==> src/rtl/valu_pkg.sv <==
// Shared constants and decode helpers for the vector ALU issue controller.
package valu_pkg;

  localparam logic [3:0] OP_VAND   = 4'b0000;
  localparam logic [3:0] OP_VOR    = 4'b0001;
  localparam logic [3:0] OP_VXOR   = 4'b0010;
  localparam logic [3:0] OP_VNOT   = 4'b0011;
  localparam logic [3:0] OP_VMOV   = 4'b0100;
  localparam logic [3:0] OP_VADD   = 4'b0101;
  localparam logic [3:0] OP_VSUB   = 4'b0110;
  localparam logic [3:0] OP_VMULEU = 4'b0111;
  localparam logic [3:0] OP_VMULOU = 4'b1000;
  localparam logic [3:0] OP_VRTTH  = 4'b1001;
  localparam logic [3:0] OP_VSLL   = 4'b1010;
  localparam logic [3:0] OP_VSLLI  = 4'b1011;
  localparam logic [3:0] OP_VSRL   = 4'b1100;
  localparam logic [3:0] OP_VSRLI  = 4'b1101;
  localparam logic [3:0] OP_VSRA   = 4'b1110;
  localparam logic [3:0] OP_VSRAI  = 4'b1111;

  localparam logic [1:0] WW_8  = 2'b00;
  localparam logic [1:0] WW_16 = 2'b01;
  localparam logic [1:0] WW_32 = 2'b10;
  localparam logic [1:0] WW_64 = 2'b11;

  localparam logic [1:0] IDLE   = 2'd0;
  localparam logic [1:0] ISSUE  = 2'd1;
  localparam logic [1:0] SHIFT1 = 2'd2;
  localparam logic [1:0] SHIFT2 = 2'd3;

  localparam logic [1:0] FWD_RF  = 2'b00;
  localparam logic [1:0] FWD_ALU = 2'b01;
  localparam logic [1:0] FWD_WB  = 2'b10;

  // A VMOV with writeback disabled is what the ALU sees when nothing is issued.
  localparam logic [5:0] FUNC_BUBBLE = {2'b00, OP_VMOV};

  function automatic logic is_shift2(input logic [3:0] op);
    return (op >= OP_VSLL) && (op <= OP_VSRLI);
  endfunction

  function automatic logic is_illegal(input logic [3:0] op, input logic [1:0] ww);
    return ((op == OP_VMULEU) || (op == OP_VMULOU)) && (ww == WW_64);
  endfunction

endpackage

==> src/rtl/valu_fwd_unit.sv <==
// Forwarding source select for one operand register; ALU stage beats WB stage.
module valu_fwd_unit
  import valu_pkg::*;
#(
  parameter int REG_AW = 5
) (
  input  logic [0:REG_AW-1] src,
  input  logic [0:REG_AW-1] alu_rD,
  input  logic              alu_wb_en,
  input  logic              alu_fwd_ok,
  input  logic [0:REG_AW-1] wb_rD,
  input  logic              wb_wb_en,
  output logic [0:1]        sel
);

  always_comb begin
    sel = FWD_RF;
    if (alu_wb_en && alu_fwd_ok && (alu_rD == src)) begin
      sel = FWD_ALU;
    end else if (wb_wb_en && (wb_rD == src)) begin
      sel = FWD_WB;
    end
  end

endmodule

==> src/rtl/valu_issue_ctrl.sv <==
// Issue controller between vector decode and the vector ALU stage.
// Optional performance counters are enabled with `define VALU_PERF_CNT_EN.
module valu_issue_ctrl
  import valu_pkg::*;
#(
  parameter int REG_AW  = 5,
  parameter int FUNC_W  = 6,
  parameter int PPPWW_W = 5
) (
  input  logic                clk,
  input  logic                reset,
  input  logic                dec_valid,
  output logic                dec_ready,
  input  logic [0:FUNC_W-1]   dec_function_bit,
  input  logic [0:REG_AW-1]   dec_rA,
  input  logic [0:REG_AW-1]   dec_rB,
  input  logic [0:REG_AW-1]   dec_rD,
  input  logic [0:PPPWW_W-1]  dec_PPPWW,
  input  logic                dec_WB_en,
  output logic [0:FUNC_W-1]   ID_function_bit,
  output logic [0:REG_AW-1]   ID_rD,
  output logic [0:PPPWW_W-1]  ID_PPPWW,
  output logic                ID_WB_en,
  output logic [0:1]          fwd_selA,
  output logic [0:1]          fwd_selB,
  input  logic [0:REG_AW-1]   ALU_rD,
  input  logic                ALU_WB_en,
  input  logic [0:REG_AW-1]   WB_rD,
  input  logic                WB_WB_en,
  output logic                illegal_op,
`ifdef VALU_PERF_CNT_EN
  output logic [0:31]         perf_issued,
  output logic [0:31]         perf_stall,
`endif
  output logic                busy
);

  logic [1:0]        state;
  logic [0:REG_AW-1] pend_rA;
  logic [0:REG_AW-1] pend_rB;
  logic              pend_wb_en;
  logic              transfer;
  logic              reissue;
  logic              squash;
  logic              alu_fwd_ok;
  logic [0:3]        op;
  logic [0:1]        ww;
  logic [0:REG_AW-1] src_a;
  logic [0:REG_AW-1] src_b;
  logic [0:1]        sel_a;
  logic [0:1]        sel_b;

  assign dec_ready = (state != SHIFT1);
  assign busy      = (state != IDLE);
  assign transfer  = dec_valid && dec_ready;
  assign reissue   = (state == SHIFT1);
  assign op        = dec_function_bit[2:5];
  assign ww        = dec_PPPWW[3:4];
  assign squash    = is_illegal(op, ww);

  // The second shift pass re-evaluates forwarding for the held sources, not decode's.
  assign src_a = reissue ? pend_rA : dec_rA;
  assign src_b = reissue ? pend_rB : dec_rB;

  // While in SHIFT2 the ALU output register holds the SHIFT1 pass, which never forwards.
  assign alu_fwd_ok = (state != SHIFT2);

  valu_fwd_unit #(.REG_AW(REG_AW)) u_fwd_a (
    .src        (src_a),
    .alu_rD     (ALU_rD),
    .alu_wb_en  (ALU_WB_en),
    .alu_fwd_ok (alu_fwd_ok),
    .wb_rD      (WB_rD),
    .wb_wb_en   (WB_WB_en),
    .sel        (sel_a)
  );

  valu_fwd_unit #(.REG_AW(REG_AW)) u_fwd_b (
    .src        (src_b),
    .alu_rD     (ALU_rD),
    .alu_wb_en  (ALU_WB_en),
    .alu_fwd_ok (alu_fwd_ok),
    .wb_rD      (WB_rD),
    .wb_wb_en   (WB_WB_en),
    .sel        (sel_b)
  );

  always_ff @(posedge clk or negedge reset) begin
    if (!reset) begin
      state           <= IDLE;
      ID_function_bit <= '0;
      ID_rD           <= '0;
      ID_PPPWW        <= '0;
      ID_WB_en        <= 1'b0;
      fwd_selA        <= FWD_RF;
      fwd_selB        <= FWD_RF;
      illegal_op      <= 1'b0;
      pend_rA         <= '0;
      pend_rB         <= '0;
      pend_wb_en      <= 1'b0;
    end else begin
      illegal_op <= 1'b0;
      if (reissue) begin
        state    <= SHIFT2;
        ID_WB_en <= pend_wb_en;
        fwd_selA <= sel_a;
        fwd_selB <= sel_b;
      end else if (transfer && squash) begin
        state           <= ISSUE;
        ID_function_bit <= FUNC_BUBBLE;
        ID_rD           <= '0;
        ID_PPPWW        <= '0;
        ID_WB_en        <= 1'b0;
        fwd_selA        <= FWD_RF;
        fwd_selB        <= FWD_RF;
        illegal_op      <= 1'b1;
      end else if (transfer) begin
        ID_function_bit <= dec_function_bit;
        ID_rD           <= dec_rD;
        ID_PPPWW        <= dec_PPPWW;
        fwd_selA        <= sel_a;
        fwd_selB        <= sel_b;
        pend_rA         <= dec_rA;
        pend_rB         <= dec_rB;
        pend_wb_en      <= dec_WB_en;
        if (is_shift2(op)) begin
          state    <= SHIFT1;
          ID_WB_en <= 1'b0;
        end else begin
          state    <= ISSUE;
          ID_WB_en <= dec_WB_en;
        end
      end else begin
        state           <= IDLE;
        ID_function_bit <= FUNC_BUBBLE;
        ID_rD           <= '0;
        ID_PPPWW        <= '0;
        ID_WB_en        <= 1'b0;
        fwd_selA        <= FWD_RF;
        fwd_selB        <= FWD_RF;
      end
    end
  end

`ifdef VALU_PERF_CNT_EN
  always_ff @(posedge clk or negedge reset) begin
    if (!reset) begin
      perf_issued <= '0;
      perf_stall  <= '0;
    end else begin
      if (transfer) begin
        perf_issued <= perf_issued + 32'd1;
      end
      if (dec_valid && !dec_ready) begin
        perf_stall <= perf_stall + 32'd1;
      end
    end
  end
`endif

endmodule
==> config.mk <==
export PLATFORM = sky130hd
export DESIGN_NAME = valu_issue_ctrl
export DESIGN_NICKNAME = d
export VERILOG_FILES = /design/src/rtl/valu_pkg.sv /design/src/rtl/valu_fwd_unit.sv /design/src/rtl/valu_issue_ctrl.sv
export SDC_FILE = /design/constraint.sdc
export NUM_CORES = 1
export LEC_CHECK = 0
export BUFFER_PORTS_ARGS = -buffer_cell sky130_fd_sc_hd__buf_2
export CORE_MARGIN = 1
export CORE_UTILIZATION = 49
export CTS_CLUSTER_SIZE = 24
export DETAILED_ROUTE_END_ITERATION = 8
export PLACE_DENSITY = 0.79
export REMOVE_ABC_BUFFERS = 1
export SETUP_SLACK_MARGIN = 0.4
export SYNTH_ARGS = -nofsm -noshare
export SYNTH_HDL_FRONTEND = slang
export SYNTH_SLANG_ARGS = --single-unit
==> constraint.sdc <==
create_clock -name clk -period 2 [get_ports clk]
set_input_delay 0.2 -clock clk [delete_from_list [all_inputs] [get_ports clk]]
set_output_delay 0.2 -clock clk [all_outputs]
set_load 0.02 [all_outputs]
==> results of run 1 <==
## routing by layer
| layer | share of wire [%] | GRT usage [%] | up-vias |
|---|---|---|---|
| met2 | 47 | 38.7 | 67 |
| met4 | 1.4 | 8.81 | 0 |
| li1 | - | - | 761 |
| met1 | 43 | 29.6 | 766 |
| met3 | 8.1 | 8.57 | 7 |
| met5 | 0 | 0 | - |
## cell usage in the layout, fill, tap and decap left out, types with 2 or more instances in the layout
| cell type | Yosys | routed |
|---|---|---|
| a21oi_1 | 5 | 5 |
| a22o_1 | 15 | 15 |
| and3_1 | 2 | 2 |
| buf_2 | 2 | 65 |
| buf_4 | 1 | 11 |
| buf_6 | 2 | 2 |
| clkbuf_8 | 0 | 5 |
| clkinvlp_4 | 0 | 2 |
| dfrtp_1 | 35 | 35 |
| inv_1 | 9 | 9 |
| mux2_1 | 7 | 7 |
| mux2_4 | 3 | 3 |
| mux2i_1 | 8 | 7 |
| nand2_1 | 8 | 8 |
| nand3_1 | 4 | 4 |
| nor2_1 | 5 | 5 |
| nor2b_1 | 2 | 2 |
| o2111ai_1 | 2 | 2 |
| o21ai_0 | 3 | 3 |
| xnor2_1 | 8 | 8 |
| xor2_1 | 13 | 13 |
## layout make-up
cell class / count / share of cell area (%)
Clock buffer: 5 / 2.75
Tap cell: 48 / 2.40
Inverter: 10 / 1.60
Timing Repair Buffer: 80 / 18.2
Multi-Input combinational cell: 114 / 39.2
Sequential cell: 35 / 35.1
Clock inverter: 3 / 0.801
## what timing repair did
action                                  4_1_cts  5_1_grt
endpoints found under the hold margin        26        0
pin swaps                                     5        0
endpoints found under the setup margin       31        4
resized for setup                            14        2
gates cloned                                  1        0
hold buffers                                  1        0
buffers inserted                              3        0
## per-stage QoR
step,instance area [um^2],setup slack (ps),utilization (%),hold WS (ps),total power [W]
3_5_place_dp,2290,-140,62.5,318,0.00135
4_1_cts,2480,211,67.8,106,0.00191
2_1_floorplan,1820,-283,-,-95.6,0.00115
3_3_place_gp,2290,-84.4,62.5,305,0.00134
5_1_grt,2500,147,68.3,99.9,0.00202
6_report,2500,212,68.3,116,0.00190
## worst max-delay path, stage by stage (launching register included)
cell and delay, ps:
dfrtp_1 420, nor2b_4 190, buf_8 140, or3_1 90, o2111ai_1 110, or4_4 540
nor3b_2 170
## cell families after synthesis
family / synth area share, %
buffers and inverters: 4.93
xor gates and xnor gates: 9.80
muxes: 10.9
and+or+nand+nor: 10.8
AOI/OAI and AO/OA: 16.9
DFF: 46.7
## where the power goes
group          switching, W  internal, W
Combinational      0.000289     0.000253
Clock              0.000271     0.000242
Sequential        0.0000619     0.000787
## path summary, 6_finish.rpt
kind	from	depth (start not counted)	slack (ps)	to
max in group asynchronous	reset	2	1010	ID_PPPWW[0]
min in group asynchronous	reset	2	510	pend_rA[4]
max reg2reg	state[0]	6	210	fwd_selB[0]
min reg2reg	pend_wb_en	2	490	ID_WB_en
max	state[0]	6	210	fwd_selB[0]
min	dec_rD[3]	2	120	ID_rD[3]
## sequential cells by signal (all words and copies together) (netlist names)
signal           cells
pend_wb_en           1
ID_function_bit      6
fwd_selA             2
fwd_selB             2
pend_rB              5
ID_WB_en             1
state                2
pend_rA              5
illegal_op           1
ID_PPPWW             5
ID_rD                5
==> results by group, run 1 <==
Run status
  • Status: finished clean

Synthesis
  • Cell variety after synth: 47
  • Top-count cell post-synth: dfrtp_1
  • Top-area cell type share of the netlist area: between 40% and 50%
  • Top_reg_cell synth: dfrtp_1
  • Seq cells post-synth: 35
  • FFs w/ async S/R, synth: 100%
  • Cells taking the most area after synthesis: dfrtp_1 (47%), a22o_1 (7.0%), xor2_1 (6.1%)
  • Synth Warn #: 0
  • Synthesized cell area: 1880 um^2
  • Register area share after synthesis: 46.7%
  • Post-synth EDFFs: 0
  • Post-synth top cells: dfrtp_1 (35), a22o_1 (15), xor2_1 (13)
  • Area leader, netlist: dfrtp_1
  • Post-Syn Instances: between 150 and 200
  • Avg Cell Area, Syn: between 10 and 15 um^2

Die
  • Initial Util: between 50% and 60%
  • Die extent in x: roughly 64 um
  • Die Y: ~64 um
  • Core ar.: roughly 3700 um^2
  • Num rows: 22
  • DIE AREA: approximately 4100 um^2
  • Top-level I/O count: between 60 and 70

Power and ir drop
  • Leakage Power: 1.26 nW
  • Maximum vdd drop: between 0.0005 and 0.0006 V
  • Pwr per Cell Area: 762 nW/um^2

STA
  • Setup TNS: 0 ps
  • Final Slew Violations: 0
  • Fin. Hold Viols: 0
  • Fmax: around 560 MHz
  • Final period util: roughly nine tenths
  • Minimum clock period: ~1800 ps
  • Worst-Margin Slew: approximately 760 ps
  • Max-slew headroom: 49.2%
  • RSZ-0062 raised after global routing: true
  • Final setup viols: 0
  • Setup Skew: ~6.3 ps

Detailed routing
  • DRC marker count from the first detailed-route iteration: 54
  • Wire per inst: about 15 um
  • Routed vias/inst: around 5.4
  • Post-route ant nets: 0
  • DRC: 0
  • Initial DRT Pass Iterations: 4
  • Total wire length: 4.36 mm
  • Via count: roughly 1,600

Placed design
  • Final Wtd Congestion: ~0.83
  • Port buffer count: between 60 and 70
  • HPWL Detailed: 3.20 mm
  • Placed cells: 282

Global route
  • Remaining global-route overflow: 0
  • First-pass GRT wire length: around 7.4 mm
  • Pin count of the biggest net entering global routing: 36
  • GRT Util Overall: between 20% and 30%
  • Via count of the first global-routing pass: about 1,600
  • Initial antenna violation count: 0

Layout
  • Area growth from synthesis to layout: 33.1%
  • Fill cells: 284
  • Diodes inserted: 0
  • Nets@finish: between 200 and 300
  • Register area: 876 um^2
  • Non-filler cells, final: 295
  • Layout cells sized above 1: 42.9%
  • Area of the multi-input gates: between 900 and 1000 um^2

Run
  • Max_cap viols: 0

Clock network
  • TritonCTS Buffers: 5
  • Clock sink count: 35
  • Root buffer cell: clkbuf_8
  • Clk slew on worst S/H paths: roughly 70 ps
  • Clk_lat worst skew: about 290 ps
  • H-tree Lvls: 2
  • CTS tree: yes
  • CTS Buffer Depth: 2

Worst setup path
  • Worst setup path class: reg2reg
  • Worst EP required: roughly 2200 ps
  • CP Data Arrival Time: between 1500 and 2000 ps
  • CP Capture Type: register
  • Max FO, Critical Path: 4
  • Type of origin of the critical path: register

Worst hold path
  • Hold Path Class: in2reg
Note: power is estimated with default switching activity, not from simulation.
==> run 2: changes to the inputs <==
--- a/config.mk
+++ b/config.mk
@@ -6,6 +6,7 @@
 export NUM_CORES = 1
 export LEC_CHECK = 0
 export BUFFER_PORTS_ARGS = -buffer_cell sky130_fd_sc_hd__buf_2
+export CORE_ASPECT_RATIO = 1.4
 export CORE_MARGIN = 1
 export CORE_UTILIZATION = 49
 export CTS_CLUSTER_SIZE = 24
==> results by group, run 2 (synthesis gave the netlist of run 1 again) <==
Die
  • Initial Util: around 52%
  • Die Y: ~75 um
  • Num rows: 26
  • DIE AREA: 4090 um^2
  • Top-level I/O count: 66
  • Die extent in x: between 50 and 60 um
  • Core ar.: ~3600 um^2

Detailed routing
  • Via count: ~1,600
  • Routed vias/inst: between 5 and 6
  • Total wire length: ~4.3 mm
  • Post-route ant nets: 0
  • Wire per inst: ~15 um
  • Initial DRT Pass Iterations: 4
  • DRC: 0
  • DRC marker count from the first detailed-route iteration: 39

Clock network
  • Clk slew on worst S/H paths: 80 ps
  • CTS Buffer Depth: 2
  • TritonCTS Buffers: 5
  • Clock sink count: 35
  • Root buffer cell: clkbuf_8
  • CTS tree: yes
  • H-tree Lvls: 2
  • Clk_lat worst skew: around 290 ps

Power and ir drop
  • Pwr per Cell Area: between 700 and 800 nW/um^2
  • Leakage Power: approximately 1.3 nW
  • Maximum vdd drop: about 0.00063 V

Placed design
  • HPWL Detailed: slightly above 3 mm
  • Placement Setup Slack: -156 ps
  • Port buffer count: 65
  • Post-Place Cell Area: 2280 um^2
  • Placed cells: between 200 and 300
  • Final Wtd Congestion: roughly 0.90

Run status
  • Failing checks: hold timing
  • Status: finished with violations

Layout
  • Post-route cell area: about 2500 um^2
  • Non-filler cells, final: between 200 and 300
  • Most common cell after layout, fill and taps aside: buf_2
  • Commonest cells after routing, fill and taps aside: buf_2 (65), dfrtp_1 (35), a22o_1 (15)
  • Final core utilization: 68.1%
  • Max reg flops: 6
  • Layout cells sized above 1: between 40% and 50%
  • Area growth from synthesis to layout: 32.1%
  • Top reg by flops: ID_function_bit
  • Nets@finish: ~290
  • Diodes inserted: 0

Worst setup path
  • FF-to-FF setup slack: roughly 200 ps
  • Crit path largest cell delay: 480 ps
  • Type of origin of the critical path: register
  • Worst EP required: between 2000 and 2500 ps
  • CP Data Arrival Time: between 2000 and 2500 ps
  • Crit path cell chain: buf_4 > or4b_1 > a2bb2oi_2 > o22ai_1 > nor4_2 > nor2b_1
  • CP Capture Type: register
  • Slowest CP cell: or4b_1
  • Max FO, Critical Path: 3
  • Worst setup path class: reg2reg

STA
  • Final setup viols: 0
  • Final period util: 90.0%
  • Setup Skew: between 5 and 6 ps
  • Final Slew Violations: 0
  • Max-slew headroom: 48.2%
  • Fin. Hold Viols: 35
  • RSZ-0062 raised after global routing: true
  • Worst Slack Setup Final: 200 ps
  • Fmax: about 560 MHz
  • Min Hold Slack: -16.3 ps
  • Minimum clock period: roughly 1800 ps
  • Worst-Margin Slew: around 780 ps

Global route
  • Via count of the first global-routing pass: ~1,500
  • GR peak layer: met2
  • Pin count of the biggest net entering global routing: 36
  • GRT met3 Usage: 5.86%
  • GRT Util Overall: roughly a quarter
  • Met1 Use GR: roughly a third
  • Initial antenna violation count: 0
  • GR Util met2: 37.1%
  • First-pass GRT wire length: a little under 7 mm
  • Remaining global-route overflow: 0

Run
  • Max_cap viols: 0

Worst hold path
  • Hold Path Class: in2async
run 2: cell count changes in the layout (fill, tap and decap cells not counted), sizes merged:
cell,delta
inv,+1
buf,+1
clkinv,-1
dlygate4sd3,-1
run 2: cell type report:
cell class | count | area (um^2)
flip-flops and latches | 35 | 876
fillers | 297 | 1160
clock buffers | 5 | 68.8
multi-input cells | 114 | 961
well taps | 42 | 52.6
clock inverters | 3 | 23.8
inverters | 10 | 40.0
repair buffers | 80 | 458
run 2: final timing paths:
kind / from / endpoint / cells past startpoint
worst min register to register: pend_wb_en / ID_WB_en / 2
worst min-delay path: reset / ID_PPPWW[0] / 1
min in group clk: dec_PPPWW[0] / ID_PPPWW[0] / 2
max in group asynchronous: reset / ID_function_bit[5] / 1
worst max-delay path: state[0] / fwd_selA[1] / 6
worst max register to register: state[0] / fwd_selA[1] / 6
run 2: through the flow:
step                      power, W  setup TNS (ps)
after floorplan            0.00115            -643
after global placement     0.00135           -1560
after detailed placement   0.00135           -1970
after CTS                  0.00191               0
after global routing       0.00202               0
final                      0.00191               0
run 2: layer usage:
layer  share of wire [%]  wire (um)
met1                  44       1870
met2                  50       2150
met3                 3.9        168
met4                 2.2         96
met5                   0          0
run 2: repair_timing:
| action | 4_1_cts | 5_1_grt |
|---|---|---|
| resized for setup | 7 | 8 |
| hold buffers | 0 | 0 |
| pin swaps | 5 | 5 |
| setup buffers | 4 | 0 |
| cloned | 1 | 0 |
| setup endpoints to repair | 31 | 4 |
run 2: where the power goes:
| group | total, W | internal (W) | leakage [nW] | switching (W) |
|---|---|---|---|---|
| Combinational | 0.000541 | 0.000255 | 0.776 | 0.000287 |
| Sequential | 0.000847 | 0.000786 | 0.440 | 0.0000607 |
| Clock | 0.000524 | 0.000249 | 0.0408 | 0.000276 |
| Total | 0.00191 | 0.00129 | 1.26 | 0.000623 |
run 2: critical path, delay by kind of cell (launching register included):
family          cells  cell delay [ps]
compound gates      2              220
flops               1              430
buf+inv             1              160
simple gates        3              940
==> run 3: changes to the inputs <==
--- a/config.mk
+++ b/config.mk
@@ -8,10 +8,11 @@
 export BUFFER_PORTS_ARGS = -buffer_cell sky130_fd_sc_hd__buf_2
 export CORE_ASPECT_RATIO = 1.4
 export CORE_MARGIN = 1
-export CORE_UTILIZATION = 49
+export CORE_UTILIZATION = 45
 export CTS_CLUSTER_SIZE = 24
 export DETAILED_ROUTE_END_ITERATION = 8
-export PLACE_DENSITY = 0.79
+export PLACE_DENSITY = 0.76
+export RECOVER_POWER = 50
 export REMOVE_ABC_BUFFERS = 1
 export SETUP_SLACK_MARGIN = 0.4
 export SYNTH_ARGS = -nofsm -noshare
==> constraint.sdc (replaced) <==
create_clock -name clk -period 1.5 [get_ports clk]
set_input_delay 0.15 -clock clk [delete_from_list [all_inputs] [get_ports clk]]
set_output_delay 0.15 -clock clk [all_outputs]
set_load 0.02 [all_outputs]
==> results by group, run 3 (synthesis gave the netlist of run 1 again) <==
STA
  • Setup TNS: -1580 ps
  • Setup Skew: 6.35 ps
  • Fmax: approximately 550 MHz
  • Final Slew Violations: 0
  • Worst Slack Setup Final: -307 ps
  • RSZ-0062 raised after global routing: true
  • Worst-Margin Slew: between 800 and 900 ps
  • Fin. Hold Viols: 0
  • Final period util: 120%
  • Final setup viols: 19
  • Minimum clock period: ~1800 ps
  • Max-slew headroom: 42.1%

Die
  • Num rows: 27
  • Top-level I/O count: between 60 and 70
  • DIE AREA: approximately 4400 um^2
  • Initial Util: a little under half
  • Die extent in x: approximately 57 um
  • Die Y: around 78 um
  • Core ar.: between 3000 and 4000 um^2

Clock network
  • Clk slew on worst S/H paths: 80 ps
  • TritonCTS Buffers: 5
  • Clk_lat worst skew: 290 ps
  • H-tree Lvls: 2
  • CTS tree: yes
  • Root buffer cell: clkbuf_8
  • CTS Buffer Depth: 2
  • Clock sink count: 35

Layout
  • Most common cell after layout, fill and taps aside: buf_2
  • Layout cells sized above 1: 53.5%
  • Max reg flops: 6
  • Top reg by flops: ID_function_bit
  • Commonest cells after routing, fill and taps aside: buf_2 (59), dfrtp_1 (34), buf_4 (29)
  • Diodes inserted: 0
  • Fill cells: roughly 260
  • Nets@finish: about 320
  • Area growth from synthesis to layout: 58.1%

Placed design
  • Port buffer count: 65
  • HPWL Detailed: roughly 3.4 mm
  • Final Wtd Congestion: around 0.97

Detailed routing
  • Post-route ant nets: 0
  • Via count: 1,780
  • Total wire length: 5.28 mm
  • Wire per inst: ~17 um
  • Routed vias/inst: between 5 and 6
  • DRC: 0
  • DRC marker count from the first detailed-route iteration: 73
  • Initial DRT Pass Iterations: 4

Run status
  • Failing checks: setup timing
  • Status: finished with violations

Worst setup path
  • Type of origin of the critical path: register
  • Worst EP required: approximately 1700 ps
  • CP Capture Type: register
  • CP top delay family: simple AND/OR/NAND/NOR gates
  • Most frequent CP cell: nor2b_4
  • Slowest CP cell: dfrtp_2
  • Crit path largest cell delay: roughly 440 ps
  • CP bufs+invs: 2
  • Worst setup path class: reg2reg
  • Max FO, Critical Path: 9
  • CP Data Arrival Time: roughly 2000 ps
  • Crit path cell chain: nor2b_4 > inv_4 > buf_12 > mux2i_4 > a21o_1 > nor4_4 > nor2b_4

Global route
  • Initial antenna violation count: 0
  • Remaining global-route overflow: 0
  • First-pass GRT wire length: just over 8 mm
  • GRT Util Overall: roughly 24%
  • Pin count of the biggest net entering global routing: 36
  • Via count of the first global-routing pass: around 1,800

Power and ir drop
  • Maximum vdd drop: around 0.0011 V
  • Leakage Power: about 1.5 nW
  • Pwr per Cell Area: around 1000 nW/um^2
  • Pwr Total: roughly 0.0030 W

Run
  • Max_cap viols: 0

Worst hold path
  • Hold Path Class: in2reg
==> run 3: path summary, 6_finish.rpt <==
kind	startpoint	endpoint	slack, ps	cells after the start
worst min register to register	ID_rD[1]	ID_rD[1]	500	1
max in group asynchronous	reset	state[0]	320	3
worst min-delay path	dec_rD[2]	ID_rD[2]	70	2
min in group asynchronous	reset	pend_rB[0]	580	3
worst max-delay path	state[0]	fwd_selA[1]	-310	7
worst max register to register	state[0]	fwd_selA[1]	-310	7
==> run 3: cell type report <==
type,count,area [um^2],share of cell area (%)
clock buffers,5,68.8,2.32
clock inverters,3,47.5,1.60
inverters,10,40.0,1.35
multi-input cells,113,1050,35.4
flip-flops and latches,35,877,29.6
well taps,43,53.8,1.81
repair buffers,109,830,28.0
==> run 3: routing by layer <==
layer	vias up	GRT usage [%]	wire length, um
li1	814	-	-
met1	886	28.1	2100
met2	71	41.9	2820
met3	9	5.44	261
met4	0	10.7	100
met5	-	0	0
==> run 3: what timing repair did <==
| item | in CTS | in global routing |
|---|---|---|
| setup endpoints to repair | 35 | 35 |
| buffers inserted | 10 | 6 |
| hold buffers | 1 | 0 |
| pin swaps | 12 | 7 |
| gates cloned | 2 | 0 |
| hold endpoints to repair | 35 | 0 |
| gates resized for setup | 31 | 17 |
==> run 3: power by group <==
group	total [W]	switching, W	internal, W
Clock	0.000876	0.000372	0.000503
Sequential	0.00113	0.0000829	0.00105
Combinational	0.00103	0.000470	0.000559
==> run 3: stage by stage <==
stage / instance area [um^2] / hold WS (ps) / std cells / utilization (%) / worst slack [ps]
after global routing: 2970 / 70.1 / 318 / 75.1 / -374
after CTS: 2840 / 60.4 / 312 / 71.8 / -270
after global placement: 2410 / 205 / 291 / 61.1 / -360
after floorplan: 1820 / -146 / 158 / - / -783
after detailed placement: 2410 / 217 / 291 / 61.1 / -382
final: 2970 / 67.7 / 318 / 75.1 / -307
